### src/rtl/csidh_pkg.sv
// Purpose : shared constants, state encoding and word-count helper for the CSIDH job arbiter.
// Latency : n/a (package only).
// Backpressure: n/a (package only).
package csidh_pkg;

    localparam int WORD_W      = 64;
    // Default CSIDH-512 operand sizes.
    localparam int CSIDH_N     = 512;
    localparam int CSIDH_KEY_W = 296;

    typedef enum logic [2:0] {
        IDLE,
        LOAD_A,
        LOAD_K,
        RUN,
        DRAIN
    } state_t;

    // Number of 64-bit link words needed to carry a field of the given width.
    function automatic int words_of(input int width);
        return (width + WORD_W - 1) / WORD_W;
    endfunction

endpackage

### src/rtl/rr_arbiter.sv
// Purpose : combinational round-robin pick; first set request at or after the pointer, wrapping.
// Latency : combinational, zero cycles.
// Backpressure: none; the parent decides when the pick is consumed.
//
// Ports:
//   i_req  - request vector
//   i_ptr  - round-robin start index (kept below NUM_REQ by the parent)
//   o_any  - at least one request is set
//   o_gnt  - one-hot grant of the picked requester
//   o_idx  - binary index of the picked requester
module rr_arbiter #(
    parameter int NUM_REQ = 2,
    parameter int IW      = (NUM_REQ > 1) ? $clog2(NUM_REQ) : 1
) (
    input  logic [NUM_REQ-1:0] i_req,
    input  logic [IW-1:0]      i_ptr,
    output logic               o_any,
    output logic [NUM_REQ-1:0] o_gnt,
    output logic [IW-1:0]      o_idx
);

    logic w_found;

    function automatic int wrap(input int v);
        return v % NUM_REQ;
    endfunction

    always_comb begin
        w_found = 1'b0;
        o_idx   = '0;
        for (int i = 0; i < NUM_REQ; i++) begin
            if (!w_found && i_req[wrap(int'(i_ptr) + i)]) begin
                w_found = 1'b1;
                o_idx   = IW'(wrap(int'(i_ptr) + i));
            end
        end
    end

    assign o_any = w_found;
    assign o_gnt = w_found ? (NUM_REQ'(1) << o_idx) : '0;

endmodule

### src/rtl/csidh_job_arbiter.sv
// Purpose : shares one CSIDH group-action core between NUM_REQ requesters, loading A and the key, returning A_out.
// Latency : grant 1 cycle after req; first result word = core compute time + 2 cycles after the last key word.
// Backpressure: in_valid stalls stretch the load phases; out_ready stalls hold out_data stable.
//
// Ports:
//   clk, rst           - clock, synchronous active-high reset
//   req / gnt          - per-requester job request (level) / one-hot grant held for the whole job
//   in_data/valid/ready- per-requester 64-bit input link, only the granted requester sees ready
//   out_*              - 64-bit result stream tagged with out_id, out_last, out_invalid, out_error
//   core_*             - core reset, operands, result, done and invalid flag
//   busy               - high whenever a job is in progress
// Optional feature: define CSIDH_TIMEOUT_EN to build a RUN-phase watchdog (TIMEOUT_CYCLES).
module csidh_job_arbiter
    import csidh_pkg::*;
#(
    parameter int N       = CSIDH_N,
    parameter int KEY_W   = CSIDH_KEY_W,
    parameter int NUM_REQ = 2
`ifdef CSIDH_TIMEOUT_EN
    ,
    parameter int TIMEOUT_CYCLES = 2**26
`endif
) (
    input  logic                         clk,
    input  logic                         rst,
    input  logic [NUM_REQ-1:0]           req,
    output logic [NUM_REQ-1:0]           gnt,
    input  logic [64*NUM_REQ-1:0]        in_data,
    input  logic [NUM_REQ-1:0]           in_valid,
    output logic [NUM_REQ-1:0]           in_ready,
    output logic [63:0]                  out_data,
    output logic                         out_valid,
    input  logic                         out_ready,
    output logic [$clog2(NUM_REQ)-1:0]   out_id,
    output logic                         out_last,
    output logic                         out_invalid,
    output logic                         out_error,
    output logic                         core_rst,
    output logic [N-1:0]                 core_A_in,
    output logic [KEY_W-1:0]             core_private,
    input  logic [N-1:0]                 core_A_out,
    input  logic                         core_done,
    input  logic                         core_invalid,
    output logic                         busy
);

    localparam int WA    = words_of(N);
    localparam int WK    = words_of(KEY_W);
    localparam int WMAX  = (WA > WK) ? WA : WK;
    localparam int CNT_W = (WMAX > 1) ? $clog2(WMAX) : 1;
    localparam int IW    = $clog2(NUM_REQ);

    state_t               r_state;
    logic [NUM_REQ-1:0]   r_gnt;
    logic [IW-1:0]        r_idx;
    logic [IW-1:0]        r_ptr;
    logic [CNT_W-1:0]     r_wcnt;
    logic [N-1:0]         r_a;
    logic [KEY_W-1:0]     r_key;
    logic [N-1:0]         r_res;
    logic                 r_out_valid;
    logic                 r_out_invalid;
    logic                 r_core_rst;
    logic                 r_first;

    logic                 w_any;
    logic [NUM_REQ-1:0]   w_pick_gnt;
    logic [IW-1:0]        w_pick_idx;
    logic                 w_load;
    logic                 w_xfer;
    logic                 w_out_xfer;
    logic [WORD_W-1:0]    w_word;
    logic                 w_last_a;
    logic                 w_last_k;
    logic                 w_last_o;
    logic [IW-1:0]        w_ptr_next;

    rr_arbiter #(
        .NUM_REQ (NUM_REQ),
        .IW      (IW)
    ) u_rr (
        .i_req (req),
        .i_ptr (r_ptr),
        .o_any (w_any),
        .o_gnt (w_pick_gnt),
        .o_idx (w_pick_idx)
    );

    assign w_load     = (r_state == LOAD_A) || (r_state == LOAD_K);
    assign w_xfer     = w_load && in_valid[r_idx];
    assign w_out_xfer = r_out_valid && out_ready;
    assign w_word     = in_data[int'(r_idx)*WORD_W +: WORD_W];
    assign w_last_a   = (r_wcnt == CNT_W'(WA - 1));
    assign w_last_k   = (r_wcnt == CNT_W'(WK - 1));
    assign w_last_o   = (r_wcnt == CNT_W'(WA - 1));
    assign w_ptr_next = (int'(r_idx) == NUM_REQ - 1) ? '0 : r_idx + 1'b1;

`ifdef CSIDH_TIMEOUT_EN
    logic        r_out_error;
    logic [26:0] r_tmo;
    assign out_error = r_out_error;
`else
    assign out_error = 1'b0;
`endif

    always_ff @(posedge clk) begin
        if (rst) begin
            r_state       <= IDLE;
            r_gnt         <= '0;
            r_idx         <= '0;
            r_ptr         <= '0;
            r_wcnt        <= '0;
            r_a           <= '0;
            r_key         <= '0;
            r_res         <= '0;
            r_out_valid   <= 1'b0;
            r_out_invalid <= 1'b0;
            r_core_rst    <= 1'b1;
            r_first       <= 1'b0;
`ifdef CSIDH_TIMEOUT_EN
            r_out_error   <= 1'b0;
            r_tmo         <= '0;
`endif
        end else begin
            case (r_state)
                IDLE: begin
                    if (w_any) begin
                        r_gnt         <= w_pick_gnt;
                        r_idx         <= w_pick_idx;
                        r_wcnt        <= '0;
                        r_out_invalid <= 1'b0;
                        r_state       <= LOAD_A;
                    end
                end
                LOAD_A: begin
                    if (w_xfer) begin
                        r_a[int'(r_wcnt)*WORD_W +: WORD_W] <= w_word;
                        if (w_last_a) begin
                            r_wcnt  <= '0;
                            r_state <= LOAD_K;
                        end else begin
                            r_wcnt <= r_wcnt + 1'b1;
                        end
                    end
                end
                LOAD_K: begin
                    if (w_xfer) begin
                        // Bit-wise placement so the top word's bits above KEY_W simply fall away.
                        for (int b = 0; b < KEY_W; b++) begin
                            if (b / WORD_W == int'(r_wcnt)) begin
                                r_key[b] <= w_word[b % WORD_W];
                            end
                        end
                        if (w_last_k) begin
                            r_wcnt     <= '0;
                            r_core_rst <= 1'b0;
                            r_first    <= 1'b1;
                            r_state    <= RUN;
`ifdef CSIDH_TIMEOUT_EN
                            r_tmo      <= '0;
`endif
                        end else begin
                            r_wcnt <= r_wcnt + 1'b1;
                        end
                    end
                end
                RUN: begin
                    // The core is still coming out of reset on the first RUN cycle; its done is not trusted.
                    r_first <= 1'b0;
                    if (!r_first && core_done) begin
                        r_res         <= core_A_out;
                        r_out_invalid <= core_invalid;
                        r_core_rst    <= 1'b1;
                        r_out_valid   <= 1'b1;
                        r_wcnt        <= '0;
                        r_state       <= DRAIN;
                    end
`ifdef CSIDH_TIMEOUT_EN
                    else if (r_tmo == 27'(TIMEOUT_CYCLES - 1)) begin
                        r_res         <= '0;
                        r_out_invalid <= 1'b1;
                        r_out_error   <= 1'b1;
                        r_core_rst    <= 1'b1;
                        r_out_valid   <= 1'b1;
                        r_wcnt        <= '0;
                        r_state       <= DRAIN;
                    end else begin
                        r_tmo <= r_tmo + 1'b1;
                    end
`endif
                end
                DRAIN: begin
                    if (w_out_xfer) begin
                        if (w_last_o) begin
                            r_gnt       <= '0;
                            r_out_valid <= 1'b0;
                            r_ptr       <= w_ptr_next;
                            r_wcnt      <= '0;
                            r_state     <= IDLE;
`ifdef CSIDH_TIMEOUT_EN
                            r_out_error <= 1'b0;
`endif
                        end else begin
                            r_wcnt <= r_wcnt + 1'b1;
                        end
                    end
                end
                default: r_state <= IDLE;
            endcase
        end
    end

    assign gnt          = r_gnt;
    assign in_ready     = w_load ? r_gnt : '0;
    assign out_valid    = r_out_valid;
    // Word index only moves on a handshake, so out_data is stable under a stall.
    assign out_data     = r_res[int'(r_wcnt)*WORD_W +: WORD_W];
    assign out_last     = r_out_valid && w_last_o;
    assign out_id       = r_idx;
    assign out_invalid  = r_out_invalid;
    assign core_rst     = r_core_rst;
    assign core_A_in    = r_a;
    assign core_private = r_key;
    assign busy         = (r_state != IDLE);

endmodule

### config.mk
export PLATFORM = sky130hd
export DESIGN_NAME = csidh_job_arbiter
export DESIGN_NICKNAME = d
export VERILOG_FILES = /design/src/rtl/csidh_pkg.sv /design/src/rtl/rr_arbiter.sv /design/src/rtl/csidh_job_arbiter.sv
export SDC_FILE = /design/constraint.sdc
export NUM_CORES = 2
export LEC_CHECK = 0
export ABC_AREA = 1
export CORE_AREA = 8 8 592 594
export CTS_BUF_LIST = sky130_fd_sc_hd__clkbuf_8
export CTS_CLUSTER_DIAMETER = 200
export CTS_CLUSTER_SIZE = 25
export DETAILED_ROUTE_END_ITERATION = 10
export DIE_AREA = 0 0 600 602
export GPL_TIMING_DRIVEN = 0
export HOLD_SLACK_MARGIN = 0.03
export PLACE_DENSITY = 0.38
export SLEW_MARGIN = 20
export SYNTH_ARGS = -nofsm -noshare
export SYNTH_HDL_FRONTEND = slang
export SYNTH_SLANG_ARGS = --single-unit
### constraint.sdc
create_clock -name clk -period 5.1 [get_ports clk]
set_input_delay 1.53 -clock clk [delete_from_list [all_inputs] [get_ports clk]]
set_output_delay 1.53 -clock clk [all_outputs]
set_load 0.02 [all_outputs]
==> results.json <==
{
  "outcome": "completed",
  "grt_first_pass_wirelength_um": 571000,
  "final_common_cell": "nor2_1",
  "grt_use_met1_pct": 25.1,
  "p_switching_uw": 16000,
  "ant_nets": 0,
  "slowest_stage": "dfxtp_1",
  "grt_antenna_before_repair": 127,
  "final_util_pct": 22.3,
  "grt_pass1_vias": 57600,
  "grt_remaining_overflow": 0,
  "ir_drop_v": 0.000212,
  "ys_seq_area_share_pct": 50.6,
  "clockRootBuffer": "clkbuf_8",
  "worstSetupStartpointType": "register",
  "p_sw_share_pct": 50.1,
  "die_width_um": 600,
  "path_buf_inv": 5,
  "drt-initial-drc-count": 5245,
  "htreeDepth": 2,
  "internal_power_uw": 15900,
  "worst_slew_pin_slew_ns": 1.19,
  "fin_setup_tns_ns": 0,
  "ios": 1532,
  "synth_area_um2": 52800,
  "finalMaxSlewViolations": 0,
  "die_h_um": 602,
  "crit_chain": "buf_4, clkbuf_2, buf_12, clkbuf_4, o21ai_0, o22ai_1, nand2_1, nand2_2, dlygate4sd2_1",
  "clock_sinks": 1334,
  "globalRouteTotalUtil_pct": 23.4,
  "path_clk_slew_ns": 0.18,
  "dr.pass1.iters": 6,
  "fmax_mhz": 203,
  "syn_to_final_growth_pct": 44.3,
  "seqPwrFrac_pct": 36.1,
  "setup_violations": 0,
  "cts_buffers": 61,
  "nets": 9453,
  "path_class": "reg2out",
  "syn_nets": 7837,
  "final_cell_mix": "1683 x nor2_1, 1465 x clkdlybuf4s50_1, 1350 x o21ai_0",
  "synth.avg_cell_area_um2": 7.35,
  "start_util_pct": 15.5,
  "netlist_instances": 7179,
  "clk_path_buf_depth": 3,
  "required_ns": 3.57,
  "arrival_ns": 3.40,
  "period_needed_ns": 4.93,
  "max-cap-violations": 0,
  "dpl.hpwl_um": 375000,
  "hold_buffers": 0,
  "drive_gt1_share_pct": 6.10,
  "ys_ff_latch": 1334,
  "busiest_layer": "met2",
  "grt_use_met2_pct": 44.8,
  "slowest_delay_ns": 0.40,
  "place.gp.congestion": 0.919,
  "comb_power_share_pct": 48.2,
  "hp-class": "reg2reg",
  "yosys_warnings": 0,
  "wl_per_cell_um": 33.2,
  "vias": 59100,
  "crit_fanout": 10,
  "die-area_um2": 361000,
  "total_power_uw": 31900,
  "drc": 0,
  "ys_types": 28,
  "slew_headroom_pct": 20.2,
  "core_um2": 341000,
  "clk-insertion-delay-late_ns": 1.00,
  "clockPowerShare_pct": 15.6,
  "cts_tree": "built",
  "viasPerCell": 4.40,
  "port_buffers": 1529,
  "grtUsageMet3_pct": 3.93,
  "power_density_nw_per_um2": 419,
  "fin_worst_skew_ns": 0.0715,
  "end_kind": "output pin",
  "grt_max_degree": 26,
  "leakage_uw": 0.0275,
  "hold_violations": 0,
  "min_period_over_period_pct": 96.7,
  "num_rows": 215,
  "wirelength_um": 446000,
  "critPathTopFamily": "buffers and inverters"
}
## logic make-up (layout without fill, tap and decap cells)
family / after synthesis / count (layout) / synth area share [%]
simple gates: 2552 / 2552 / 19.3
compound gates: 2312 / 2312 / 22.5
flops: 1334 / 1334 / 50.6
buf+inv: 971 / 2597 / 7.34
fa+ha+maj: 9 / 9 / 0.213
other cells: 1 / 48 / 0.00710
## Yosys cell counts
library cell  count  area share, %
a211oi_1          1          0.014
a21oi_1         636            6.0
a31oi_1         106            1.3
and3_1            1          0.012
buf_1            37           0.26
buf_2           115            1.1
buf_4            11           0.16
buf_6             6           0.13
clkbuf_1        454            3.2
conb_1            1         0.0071
dfxtp_1        1334             51
ha_1              9           0.21
inv_1           325            2.3
inv_2            23           0.16
nand2_1         502            3.6
nand2_2           5          0.059
nand3_1         166            1.6
nand3b_1          1          0.014
nor2_1         1685             12
nor2_2            2          0.024
nor2_4            4          0.085
nor3_1          161            1.5
nor3_2           25           0.47
o21a_1            7           0.10
o21ai_0        1374             13
o21ai_1          56           0.53
o21ai_2           4          0.066
o22ai_1         128            1.5
## tightest hold or removal path, cell delays in order, from the launching register on
cell     delay, ns
dfxtp_1       0.34
inv_1         0.05
a21oi_1       0.05
## state kept, by name, summed over array words and instances, names as in the netlist
register / count
core_A_in: 512
r_res: 512
core_private: 296
r_state: 3
r_wcnt: 3
gnt: 2
core_rst: 1
out_id: 1
out_invalid: 1
out_valid: 1
r_first: 1
r_ptr: 1
## power by group through the flow
stage / Clock (uW) / Sequential (uW) / Combinational (uW)
2_1_floorplan: 0 / 12000 / 5780
3_3_place_gp: 0 / 11700 / 15100
3_5_place_dp: 0 / 11800 / 15400
4_1_cts: 5210 / 11500 / 15800
5_1_grt: 5510 / 11600 / 16200
6_report: 4990 / 11500 / 15400
## path summary, 6_finish.rpt
check / start / to / slack, ns / depth (start not counted)
worst max register to register: r_wcnt[0]$_SDFFE_PP0P_ / core_A_in[295]$_SDFFE_PP0P_ / 0.34 / 15
worst max-delay path: r_wcnt[0]$_SDFFE_PP0P_ / out_data[25] / 0.17 / 9
worst min-delay path: core_A_in[380]$_SDFFE_PP0P_ / core_A_in[380]$_SDFFE_PP0P_ / 0.46 / 2
worst min register to register: core_A_in[380]$_SDFFE_PP0P_ / core_A_in[380]$_SDFFE_PP0P_ / 0.46 / 2
## repair_timing
| item | in CTS | in global routing |
|---|---|---|
| cloned | 0 | 0 |
| resized for setup | 336 | 17 |
| setup buffers | 3 | 0 |
| endpoints found under the setup margin | 607 | 20 |
| pin swaps | 9 | 0 |
## layout make-up
class                   count  area, um^2
clock buffers              62         853
inverters                 348        1310
well taps                4557        5700
clock inverters            11         126
plain buffers             621        2830
diodes                     47         118
flip-flops and latches   1334       26700
multi-input cells        4874       22800
repair buffers           1555       15700
fillers                 38500      265000
## per-layer routing
layer  routed length, um  up-vias  part of all wire [%]
li1                    -    27000                     -
met1              164000    29200                    37
met2              238000     2295                    53
met3               23200      493                   5.2
met4               21100       46                   4.7
met5                 288        -                 0.065
## stage by stage
| stage | instance area, um^2 | worst slack (ns) | instances | hold slack [ns] |
|---|---|---|---|---|
| 6_report | 76200 | 0.168 | 13400 | 0.458 |
| 5_1_grt | 76100 | -0.00413 | 13400 | 0.471 |
| 4_1_cts | 76100 | -0.0536 | 13400 | 0.458 |
| 3_5_place_dp | 74400 | -1.09 | 13300 | 0.437 |
| 3_3_place_gp | 73800 | -2.03 | 13300 | 0.436 |
| 2_1_floorplan | 52800 | 1.93 | 7179 | 0.450 |
No activity file was read; power rests on OpenSTA's default activity.
